<file path="config.mk">
export PLATFORM = sky130hd
export DESIGN_NAME = uart_echo_responder
export DESIGN_NICKNAME = d
export VERILOG_FILES = /design/src/rtl/uart_echo_responder.sv
export SDC_FILE = /design/constraint.sdc
export NUM_CORES = 1
export LEC_CHECK = 0
export CORE_ASPECT_RATIO = 0.6
export CORE_MARGIN = 1
export CORE_UTILIZATION = 45
export CTS_CLUSTER_SIZE = 12
export DETAILED_ROUTE_END_ITERATION = 7
export PLACE_DENSITY = 0.66
export SYNTH_ARGS = -nofsm -noshare
export SYNTH_HDL_FRONTEND = slang
export SYNTH_SLANG_ARGS = --single-unit
</file>
<file path="constraint.sdc">
create_clock -name clk -period 3.6 [get_ports clk]
set_clock_uncertainty 0.2 [all_clocks]
set_input_delay 1.08 -clock clk [delete_from_list [all_inputs] [get_ports clk]]
set_output_delay 1.08 -clock clk [all_outputs]
set_load 0.02 [all_outputs]
</file>
<file path="src/rtl/uart_echo_responder.sv">
// uart_echo_responder
//   Far-end loopback peer for a Uart8 link. Every good byte received on the
//   Uart8 receive interface is queued in a small FIFO and replayed out through
//   the Uart8 transmit interface, one byte per transmission.
//
// Ports
//   clk        system clock, rising edge
//   rstN       asynchronous active-low reset
//   en         responder enable; low flushes the FIFO and idles the block
//   rxDone     Uart8 rxDone; rising edge marks a completed byte
//   rxErr      Uart8 rxErr; sampled with the rxDone rising edge
//   rxByte     Uart8 received byte; valid with the rxDone rising edge
//   txBusy     Uart8 txBusy; falling edge marks transmit completion
//   txDone     Uart8 txDone; monitor only, not used for sequencing
//   txStart    Uart8 txStart request
//   txByte     byte presented to Uart8; stable in START and SEND
//   fifoCount  FIFO occupancy
//   overflow   sticky: a good byte was dropped because the FIFO was full
//   errCount   saturating count of bad receptions and abandoned starts
//   stateDbg   FSM state (IDLE=0, START=1, SEND=2, GAP=3)
//
// Handshake: txStart is a level request held from the pop until Uart8 shows
// txBusy high (or START_WAIT cycles pass); txByte is held until txBusy falls.
module uart_echo_responder #(
  parameter int FIFO_DEPTH = 4,
  parameter int START_WAIT = 2500,
  parameter int GAP_CYCLES = 0
) (
  input  logic                          clk,
  input  logic                          rstN,
  input  logic                          en,
  input  logic                          rxDone,
  input  logic                          rxErr,
  input  logic [7:0]                    rxByte,
  input  logic                          txBusy,
  input  logic                          txDone,
  output logic                          txStart,
  output logic [7:0]                    txByte,
  output logic [$clog2(FIFO_DEPTH):0]   fifoCount,
  output logic                          overflow,
  output logic [7:0]                    errCount,
  output logic [1:0]                    stateDbg
);

  localparam int PW = (FIFO_DEPTH > 1) ? $clog2(FIFO_DEPTH) : 1;
  localparam int CW = $clog2(FIFO_DEPTH) + 1;
  localparam int WW = $clog2(START_WAIT + 1);
  localparam int GW = (GAP_CYCLES > 0) ? $clog2(GAP_CYCLES + 1) : 1;

  localparam logic [CW-1:0] DEPTH_C = CW'(FIFO_DEPTH);

  localparam logic [1:0] IDLE  = 2'd0;
  localparam logic [1:0] START = 2'd1;
  localparam logic [1:0] SEND  = 2'd2;
  localparam logic [1:0] GAP   = 2'd3;

  logic [1:0]    state_q, state_d;
  logic          rx_done_q, tx_busy_q;
  logic [PW-1:0] wr_ptr_q, wr_ptr_d, rd_ptr_q, rd_ptr_d;
  logic [CW-1:0] count_q, count_d;
  logic          tx_start_q, tx_start_d;
  logic [7:0]    tx_byte_q, tx_byte_d;
  logic          overflow_q, overflow_d;
  logic [7:0]    err_q, err_d;
  logic [WW-1:0] wait_q, wait_d;
  logic [GW-1:0] gap_q, gap_d;
  logic [7:0]    mem [FIFO_DEPTH];

  logic rx_rise, tx_fall, good, push, pop, drop, timeout;
  logic [1:0] err_inc;
  logic [8:0] err_sum;

  // txDone is informational only; completion is taken from the txBusy fall.
  logic unused_tx_done;
  assign unused_tx_done = txDone;

  always_comb begin
    state_d    = state_q;
    wr_ptr_d   = wr_ptr_q;
    rd_ptr_d   = rd_ptr_q;
    count_d    = count_q;
    tx_start_d = tx_start_q;
    tx_byte_d  = tx_byte_q;
    overflow_d = overflow_q;
    wait_d     = wait_q;
    gap_d      = gap_q;
    timeout    = 1'b0;

    rx_rise = rxDone & ~rx_done_q;
    tx_fall = tx_busy_q & ~txBusy;
    pop     = en && (state_q == IDLE) && (count_q != '0);
    good    = en & rx_rise & ~rxErr;
    // A full FIFO still accepts when the head leaves in the same cycle.
    push    = good && ((count_q != DEPTH_C) || pop);
    drop    = good && !push;

    case (state_q)
      IDLE: begin
        if (pop) begin
          tx_byte_d  = mem[rd_ptr_q];
          tx_start_d = 1'b1;
          wait_d     = '0;
          state_d    = START;
        end
      end
      START: begin
        if (txBusy) begin
          tx_start_d = 1'b0;
          state_d    = SEND;
        end else if (wait_q == WW'(START_WAIT - 1)) begin
          // Uart8 never acknowledged: abandon the byte and count it.
          tx_start_d = 1'b0;
          state_d    = IDLE;
          timeout    = 1'b1;
        end else begin
          wait_d = wait_q + 1'b1;
        end
      end
      SEND: begin
        if (tx_fall) begin
          gap_d   = GW'(GAP_CYCLES);
          state_d = GAP;
        end
      end
      default: begin
        if (gap_q == '0) state_d = IDLE;
        else             gap_d   = gap_q - 1'b1;
      end
    endcase

    // Power-of-two depth lets the pointers wrap naturally.
    if (push) wr_ptr_d = wr_ptr_q + 1'b1;
    if (pop)  rd_ptr_d = rd_ptr_q + 1'b1;
    count_d    = count_q + CW'(push) - CW'(pop);
    overflow_d = overflow_q | drop;

    // Bad reception and abandoned start can coincide; saturate the sum.
    err_inc = {1'b0, en & rx_rise & rxErr} + {1'b0, en & timeout};
    err_sum = {1'b0, err_q} + {7'd0, err_inc};
    err_d   = err_sum[8] ? 8'hFF : err_sum[7:0];

    if (!en) begin
      state_d    = IDLE;
      wr_ptr_d   = '0;
      rd_ptr_d   = '0;
      count_d    = '0;
      tx_start_d = 1'b0;
      overflow_d = 1'b0;
      wait_d     = '0;
      gap_d      = '0;
    end
  end

  always_ff @(posedge clk or negedge rstN) begin
    if (!rstN) begin
      state_q    <= IDLE;
      rx_done_q  <= 1'b0;
      tx_busy_q  <= 1'b0;
      wr_ptr_q   <= '0;
      rd_ptr_q   <= '0;
      count_q    <= '0;
      tx_start_q <= 1'b0;
      tx_byte_q  <= '0;
      overflow_q <= 1'b0;
      err_q      <= '0;
      wait_q     <= '0;
      gap_q      <= '0;
    end else begin
      state_q    <= state_d;
      rx_done_q  <= rxDone;
      tx_busy_q  <= txBusy;
      wr_ptr_q   <= wr_ptr_d;
      rd_ptr_q   <= rd_ptr_d;
      count_q    <= count_d;
      tx_start_q <= tx_start_d;
      tx_byte_q  <= tx_byte_d;
      overflow_q <= overflow_d;
      err_q      <= err_d;
      wait_q     <= wait_d;
      gap_q      <= gap_d;
    end
  end

  // Storage needs no reset; occupancy is tracked by the pointers and count.
  always_ff @(posedge clk) begin
    if (push) mem[wr_ptr_q] <= rxByte;
  end

  assign txStart   = tx_start_q;
  assign txByte    = tx_byte_q;
  assign fifoCount = count_q;
  assign overflow  = overflow_q;
  assign errCount  = err_q;
  assign stateDbg  = state_q;

endmodule

</file>
After elaboration in Yosys (flattened, before gate mapping). Memories as Yosys holds them, arrays and structs flattened. A register that Yosys moved wholly into a read port is not among the register bits. Index checks and enable logic that the tools add are counted. Widths: inputs -> output; s select.

Register bits: 34. RAM bits: 32. Output and inout bits: 23. Word-level logic and storage cells: 92. Memories kept: 1.

$add $sub $neg: 8. Equal/unequal tests: 14. Multiplexer cells: 33. Bitwise logic cells: 10. Reduce and logical (&&, ||, !) cells: 15.

Memories: mem (words 4, bits a word 8, rd ports 1, clocked after Yosys merged registers in 1, wr ports 1, line 67) `logic [7:0] mem [FIFO_DEPTH];`.

Operators with widths (number): $mux 12 (4); $pmux 12 s2 (1); $mux 2 (10); $ne 3x3->1 const B (5); $mux 1 (13); $add 12x1->12 const B (1); $eq 12x12->1 const B (1); $add 8x2->9 (1); $mux 8 (1); $reduce_and 4->1 (2); $and 1x1->1 (6); $pmux 2 s3 (1); $ne 5x2->1 const B (1); $add 2x1->2 const B (2); $logic_and 1x1->1 (4); $ne 2x1->1 const B (2); $ne 4x4->1 const B (1); $pmux 1 s2 (2); $reduce_and 2->1 (2); $add 3x1->3 (1); $mux 3 (1); $ne 3x1->1 const B (1); $not 1->1 (3); $reduce_and 3->1 (1); 12 further kinds (13).

Longest topological paths before layout.
Depth in word-level cells: 9. Depth in mapped cells: 11. Mapped depth without buffers: 11.

Worst setup path after synthesis. Ideal clock, no wire load.

Path kind: in2reg. Start: in en. End: reg err_q[7], in the netlist errCount[7]. Data arrival time: 2.815 ns. Data required time: 3.275 ns. Slack: 0.460 ns. Stages on the path: 8. Buffers on the path: 1. Cells stage by stage: nand3b_1 -> clkbuf_1 -> or3_1 -> fa_1 -> nand3b_1 -> nor2_1 -> nand3_1 -> mux2_2.

Word-level cells in the longest chain between the ends: 5.

Ends and longest elaborated chain: start, declared (line 31) `input logic en,`; $and 1x1->1 (2 in series) (line 138) `err_inc = {1'b0, en & rx_rise & rxErr} + {1'b0, en & timeout};`; $add 1x1->2 (*) (line 138); $add 8x2->9 (*) (line 139) `err_sum = {1'b0, err_q} + {7'd0, err_inc};`; $mux 8 (*) (line 140) `err_d = err_sum[8] ? 8'hFF : err_sum[7:0];`; via err_d[7] (line 64) `logic [7:0] err_q, err_d;`; end signal, assigned (line 178) `err_q <= err_d;`; end, declared (line 64).

Mark *: on every way through the listed nets, which the timed path passes. The rest lies on a longest branch. A chain may end at the register's enable or synchronous reset.

Worst setup path in the final report.
Start: in en. End: reg count_q[2], in the netlist fifoCount[2].

Word-level cells in the longest chain between the ends: 7.

Ends and longest elaborated chain: $logic_and 1x1->1 (2 in series) (line 91) `pop = en && (state_q == IDLE) && (count_q != '0);`; $logic_or 1x1->1 (line 94) `push = good && ((count_q != DEPTH_C) || pop);`; $logic_and 1x1->1 (line 94); $add 3x1->3 (line 134) `count_d = count_q + CW'(push) - CW'(pop);`; $sub 3x1->3 (line 134); $mux 3 (*) (line 142) `if (!en) begin`; via count_d[2] (line 60) `logic [CW-1:0] count_q, count_d;`; end signal, assigned (line 174) `count_q <= count_d;`; end, declared (line 60).

Marked as above.

==> results_dict.tcl <==
set metrics [dict create \
    register_area_um2 1990 \
    io_pins 38 \
    final_cell_mix "dfrtp_1 (41), clkdlybuf4s50_1 (35), edfxtp_1 (32)" \
    cp_data_arrival_time_ns 3.41 \
    max-vdd-ir-drop_mv 0.314 \
    violations "design-rule violations" \
    postCtsHoldBufs 0 \
    viasPerCell 5.36 \
    nNetsFinal 325 \
    slew_headroom 0.366 \
    critPathCaptureType "flop" \
    fmax_mhz 295 \
    cts_setup_buffers 0 \
    cp.required_ns 3.63 \
    hold_class "reg2reg" \
    fin_crit_sh 0.941 \
    wl_per_cell_um 16.1 \
    drt-pass1-iter-count 7 \
    drc 1 \
    synth-async-reset-ratio 0.562 \
    top_layer "met4" \
    diodes 0 \
    clk_latency_ns 0.33 \
    ant_nets 0 \
    dpl.hpwl_mm 4.28 \
    finalWirelength_mm 6.35 \
    num_rows 23 \
    hold_slack_ns 0.303 \
    clock-sinks 73 \
    grt-ovfl-total 0 \
    post-route-min-period_ns 3.39 \
    grt_pass1_wl_mm 10.3 \
    synth-seq-cells 73 \
    syn_area_um2 3260 \
    cts.clk_slew.worst_paths_ns 0.05 \
    synth_top_area_frac 0.314 \
    place_congestion 0.787 \
    numCtsBuffers 9 \
    drt_iter0_markers 115 \
    nFillCells 567 \
    clock-root-buffer "clkbuf_16" \
    p_leak_nw 1.61 \
    start_util 0.476 \
    crit_type "in2reg" \
    cts_htree_levels 3 \
    power_density_nw_per_um2 629 \
    synth_area_leaders "dfrtp_1 (31%), edfxtp_1 (29%), mux4_2 (5.5%)" \
    vias 2107 \
    grt_max_degree 42 \
    rsz0062_at_grt "no" \
    track_usage 0.188 \
    multiInputGateArea_um2 1200 \
    path_max_fanout 9 \
    hold_viol 0 \
    cts_resized 0 \
    cap_viol_max_count 0 \
    die_w_um 112 \
    finalPower_mw 2.57 \
    wl_met3_um 292 \
    yosysTopAreaCell "dfrtp_1" \
    synthesis.nets 271 \
    synthDistinctLibCells 48 \
    worstMarginPinSlew_ns 0.951 \
    slew_violations 0 \
    drt-met1-wl_mm 3.33 \
    antenna_found_initial 0 \
    ys_warn_count 0 \
    status "finished, violations left" \
    cts_buffer_depth 2 \
    port-buffer-count 36 \
    grt_pass1_vias 1923 \
    layout-drive-gt1-share 0.176 \
    setup_viol 0 \
    wl_met2_mm 2.61 \
    final_common_cell "dfrtp_1" \
    yosys_most_used_dff "dfrtp_1" \
    syn_area_per_cell_um2 13.2 \
    core-area_um2 6850 \
    synth_seq_area_share 0.609 \
    syn_to_final_growth_pct 25.0 \
    synth_cells 247 \
    synth_edf_count 32 \
    fp.dieH_um 68.0 \
    start_kind "input pin" \
    dieArea_um2 7610 \
    tritoncts "done" \
]
path summary, 6_finish.rpt:
check                          start            to  slack, ns  cells past startpoint
max reg2reg                wait_q[1]   errCount[5]       0.60                     11
min reg2reg                txByte[1]     txByte[1]       0.30                      1
max in group asynchronous       rstN     rx_done_q       1.91                      1
min                        txByte[1]     txByte[1]       0.30                      1
min in group asynchronous       rstN     txByte[1]       0.70                      1
max                               en  fifoCount[2]       0.21                     10
state kept, by name, indices dropped and copies added (netlist names):
register	cells
txStart	1
fifoCount	3
txByte	8
stateDbg	2
rd_ptr_q	2
overflow	1
tx_busy_q	1
errCount	8
wait_q	12
mem	32
rx_done_q	1
wr_ptr_q	2
synthesized netlist by cell type, types with 3 or more instances:
master / count
edfxtp_1: 32
mux2_2: 10
nor2b_1: 3
nand4_1: 4
inv_1: 10
clkbuf_1: 7
nand3b_1: 3
nand3_1: 11
nand2_1: 16
dfrtp_1: 41
or3_1: 4
nand2b_1: 3
o21ai_0: 16
mux4_2: 8
xnor2_1: 5
or4_1: 3
nor2_1: 10
a21oi_1: 8
ha_1: 7
and2_1: 8
cell type report:
type,instances,area share
inverters,10,0.00920
multi-input cells,154,0.294
flip-flops and latches,73,0.487
clock buffers,11,0.0595
repair buffers,53,0.118
clock inverters,5,0.00552
well taps,87,0.0267
layer usage:
layer  track usage  vias up
li1              -     1019
met1         0.279     1031
met2         0.248       47
met3        0.0638       10
met4        0.0800        0
met5             0        -
cells by family after synthesis:
logic type,after synthesis,synth area share
flip-flops,73,0.609
multiplexers,19,0.0928
AO/OA/AOI/OAI,37,0.0706
adder cells (fa/ha/maj),9,0.0391
XOR/XNOR,7,0.0188
AND/OR/NAND/NOR,82,0.146
buffers and inverters,20,0.0238
worst max-delay path, stage by stage:
cell and delay [ns]:
clkdlybuf4s50_1 0.53, buf_4 0.18, nor4bb_1 0.41, o41a_1 0.26, a21o_1 0.12, ha_1 0.13, inv_1 0.05, fa_1 0.38
xnor2_1 0.14, and2_1 0.14
power by group:
| group | switching (mW) | internal [mW] | leakage, nW |
|---|---|---|---|
| Combinational | 0.322 | 0.367 | 0.656 |
| Clock | 0.319 | 0.475 | 0.126 |
| Sequential | 0.110 | 0.974 | 0.827 |
stage by stage:
| stage | setup slack [ns] | std cells | util | area (µm²) | setup TNS (ns) |
|---|---|---|---|---|---|
| after floorplan | 0.460 | 247 | - | 3260 | 0 |
| after global placement | -0.0778 | 377 | 0.557 | 3810 | -0.151 |
| after detailed placement | -0.151 | 377 | 0.557 | 3810 | -0.230 |
| after CTS | 0.195 | 393 | 0.596 | 4080 | 0 |
| after global routing | 0.0797 | 393 | 0.596 | 4080 | 0 |
| final | 0.214 | 393 | 0.596 | 4080 | 0 |
Note: power is estimated with default switching activity, not from simulation.
==> RTL change: new RTL, same settings <==
Take the reset off `tx_byte_q` and load it in a clocked block of its own.
--- a/src/rtl/uart_echo_responder.sv
+++ b/src/rtl/uart_echo_responder.sv
@@ -160,7 +160,6 @@
       rd_ptr_q   <= '0;
       count_q    <= '0;
       tx_start_q <= 1'b0;
-      tx_byte_q  <= '0;
       overflow_q <= 1'b0;
       err_q      <= '0;
       wait_q     <= '0;
@@ -173,12 +172,15 @@
       rd_ptr_q   <= rd_ptr_d;
       count_q    <= count_d;
       tx_start_q <= tx_start_d;
-      tx_byte_q  <= tx_byte_d;
       overflow_q <= overflow_d;
       err_q      <= err_d;
       wait_q     <= wait_d;
       gap_q      <= gap_d;
     end
+  end
+
+  always_ff @(posedge clk) begin
+    tx_byte_q <= tx_byte_d;
   end
 
   // Storage needs no reset; occupancy is tracked by the pointers and count.
Function: differs if rstN is asserted again (counterexample within 4 cycles, from zero or initial values and one cycle with rstN low); with rstN held inactive, the same outputs for 10 cycles.
==> RTL change against the original RTL <==
- the flow still finishes with violations (design-rule violations)
- critical path depth fell by 1
- cell area decreased by 0.89%
- area after synthesis down 1.5%
- sequential cell count did not move
- via count is 1.9% lower
- total power is 4.7% lower
- routed wire length down 1.7%
- register-to-register slack improved by 370 ps
- final cell count is 1.5% lower
- global-route usage shrank 0.15 points
- setup slack improved by 18 ps
- largest power group unchanged
- highest routed layer unchanged
==> RTL change: results (changes against the original RTL) <==
Parameter                              Value

Pwr
  Peak VDD IR    0.431 mV (+37%)
  Leakage    1.54 nW (-4.1%)

Synth
  Syn_nets    263 (-3.0%)
  Sequential element share of the synthesized area    63.1% (+2.2 points)
  Synth Area in XOR/XNOR    1.91% (+0.029 points)
  Cell types with the highest counts after synthesis    40 x sky130_fd_sc_hd__edfxtp_1, 33 x sky130_fd_sc_hd__dfrtp_1, 15 x sky130_fd_sc_hd__nor2_1
  Multiplexer fraction of the synthesized cell area    6.58% (-2.7 points)
  Synth Area in Compound Gates    8.37% (+1.3 points)
  Netlist cell types    46 (-4.2%)
  Most area-consuming cells after synthesis    sky130_fd_sc_hd__edfxtp_1 37%, sky130_fd_sc_hd__dfrtp_1 26%, sky130_fd_sc_hd__mux4_2 5.6%, sky130_fd_sc_hd__ha_1 2.7%, sky130_fd_sc_hd__o21ai_0 2.2%
  EDFF count, synth    40 (+25%)
  Number of instances in the synthesized netlist    239 (-3.2%)
  Post-synthesis share of cell area spent on full adders, half adders and majority gates    3.97% (+0.059 points)

Setup path
  Worst Path Max Fanout    5 (-4)
  Maximum single-stage delay on the critical path    570 ps (+40 ps)
  Startpoint of the lowest-slack register-to-register path    wait_q[6]
  Cell type group with the largest total delay on the critical path    buffers and inverters
  Arrival time at the worst endpoint    3390 ps (-20 ps)

Routing
  WL met1    3.26 mm (-2.1%)
  Routed met3 length    443 um (+52%)
  Met2 layer wire length in the routed design    2.49 mm (-4.4%)
  Initial DRT Pass Iterations    7 (unchanged)
  Via-to-Cell Ratio    5.34 (-0.38%)
  Number of remaining DRC errors    6 (+5)
  Final WL    6.24 mm (-1.7%)
  Starting DRC count in detailed routing    120 (+4.3%)
  Post-DR wirelength/cell    16.1 um (-0.13%)

Place
  Pre-CTS worst setup slack    -113 ps (+37.8 ps)
  Dpl cells    371 (-1.6%)
  DP HPWL    4.37 mm (+2.1%)
  Cell Area, Placed    3780 sq um (-0.95%)

Status
  Failing checks    design-rule violations
  Run status    finished, violations left

GRT
  Met2 capacity usage during global routing    24.8% (+0.076 points)
  GR Util met1    27.8% (-0.031 points)
  Final global-route overflow total    0 (unchanged)
  Via count of the first global-routing pass    1,899 (-1.2%)
  Global-route wire length before repair    10.1 mm (-1.9%)
  Largest net degree at the start of global routing    34 (-19%)

Cells and area
  Layout cells sized above 1    15.0% (-2.6 points)
  Count of filler cells inserted in the layout    550 (-3.0%)

Worst hold path
  Startpoint of the tightest hold check path    wait_q[8]

STA
  Transition at the pin with the smallest max-transition slack    884 ps (-67.0 ps)
-- RTL change: where the power goes --
part / leakage [nW] / total (mW) / internal (mW) / switching [mW]
sequential: 0.807 / 1.08 / 0.977 / 0.102
clock: 0.122 / 0.794 / 0.461 / 0.333
combinational: 0.614 / 0.574 / 0.290 / 0.284
-- RTL change: final timing paths --
kind                           endpoint  slack (ps)  depth (start not counted)
setup / recovery           fifoCount[2]         230                          9
hold / removal                wait_q[8]         310                          1
setup reg to reg            errCount[5]         970                         10
hold reg to reg               wait_q[8]         310                          1
max in group asynchronous   stateDbg[1]        1940                          2
min in group asynchronous   errCount[7]         950                          2
-- RTL change: layout make-up --
cell class                 instances  area [sq um]  share of cell area (%)
clock buffer                      10           229                    5.66
multi-input combinational        147          1110                    27.5
sequential                        73          2030                    50.1
inverter                          11          41.3                    1.02
clock inverter                     6          36.3                   0.897
timing repair buffer              53           488                    12.1
tap                               87           109                    2.69
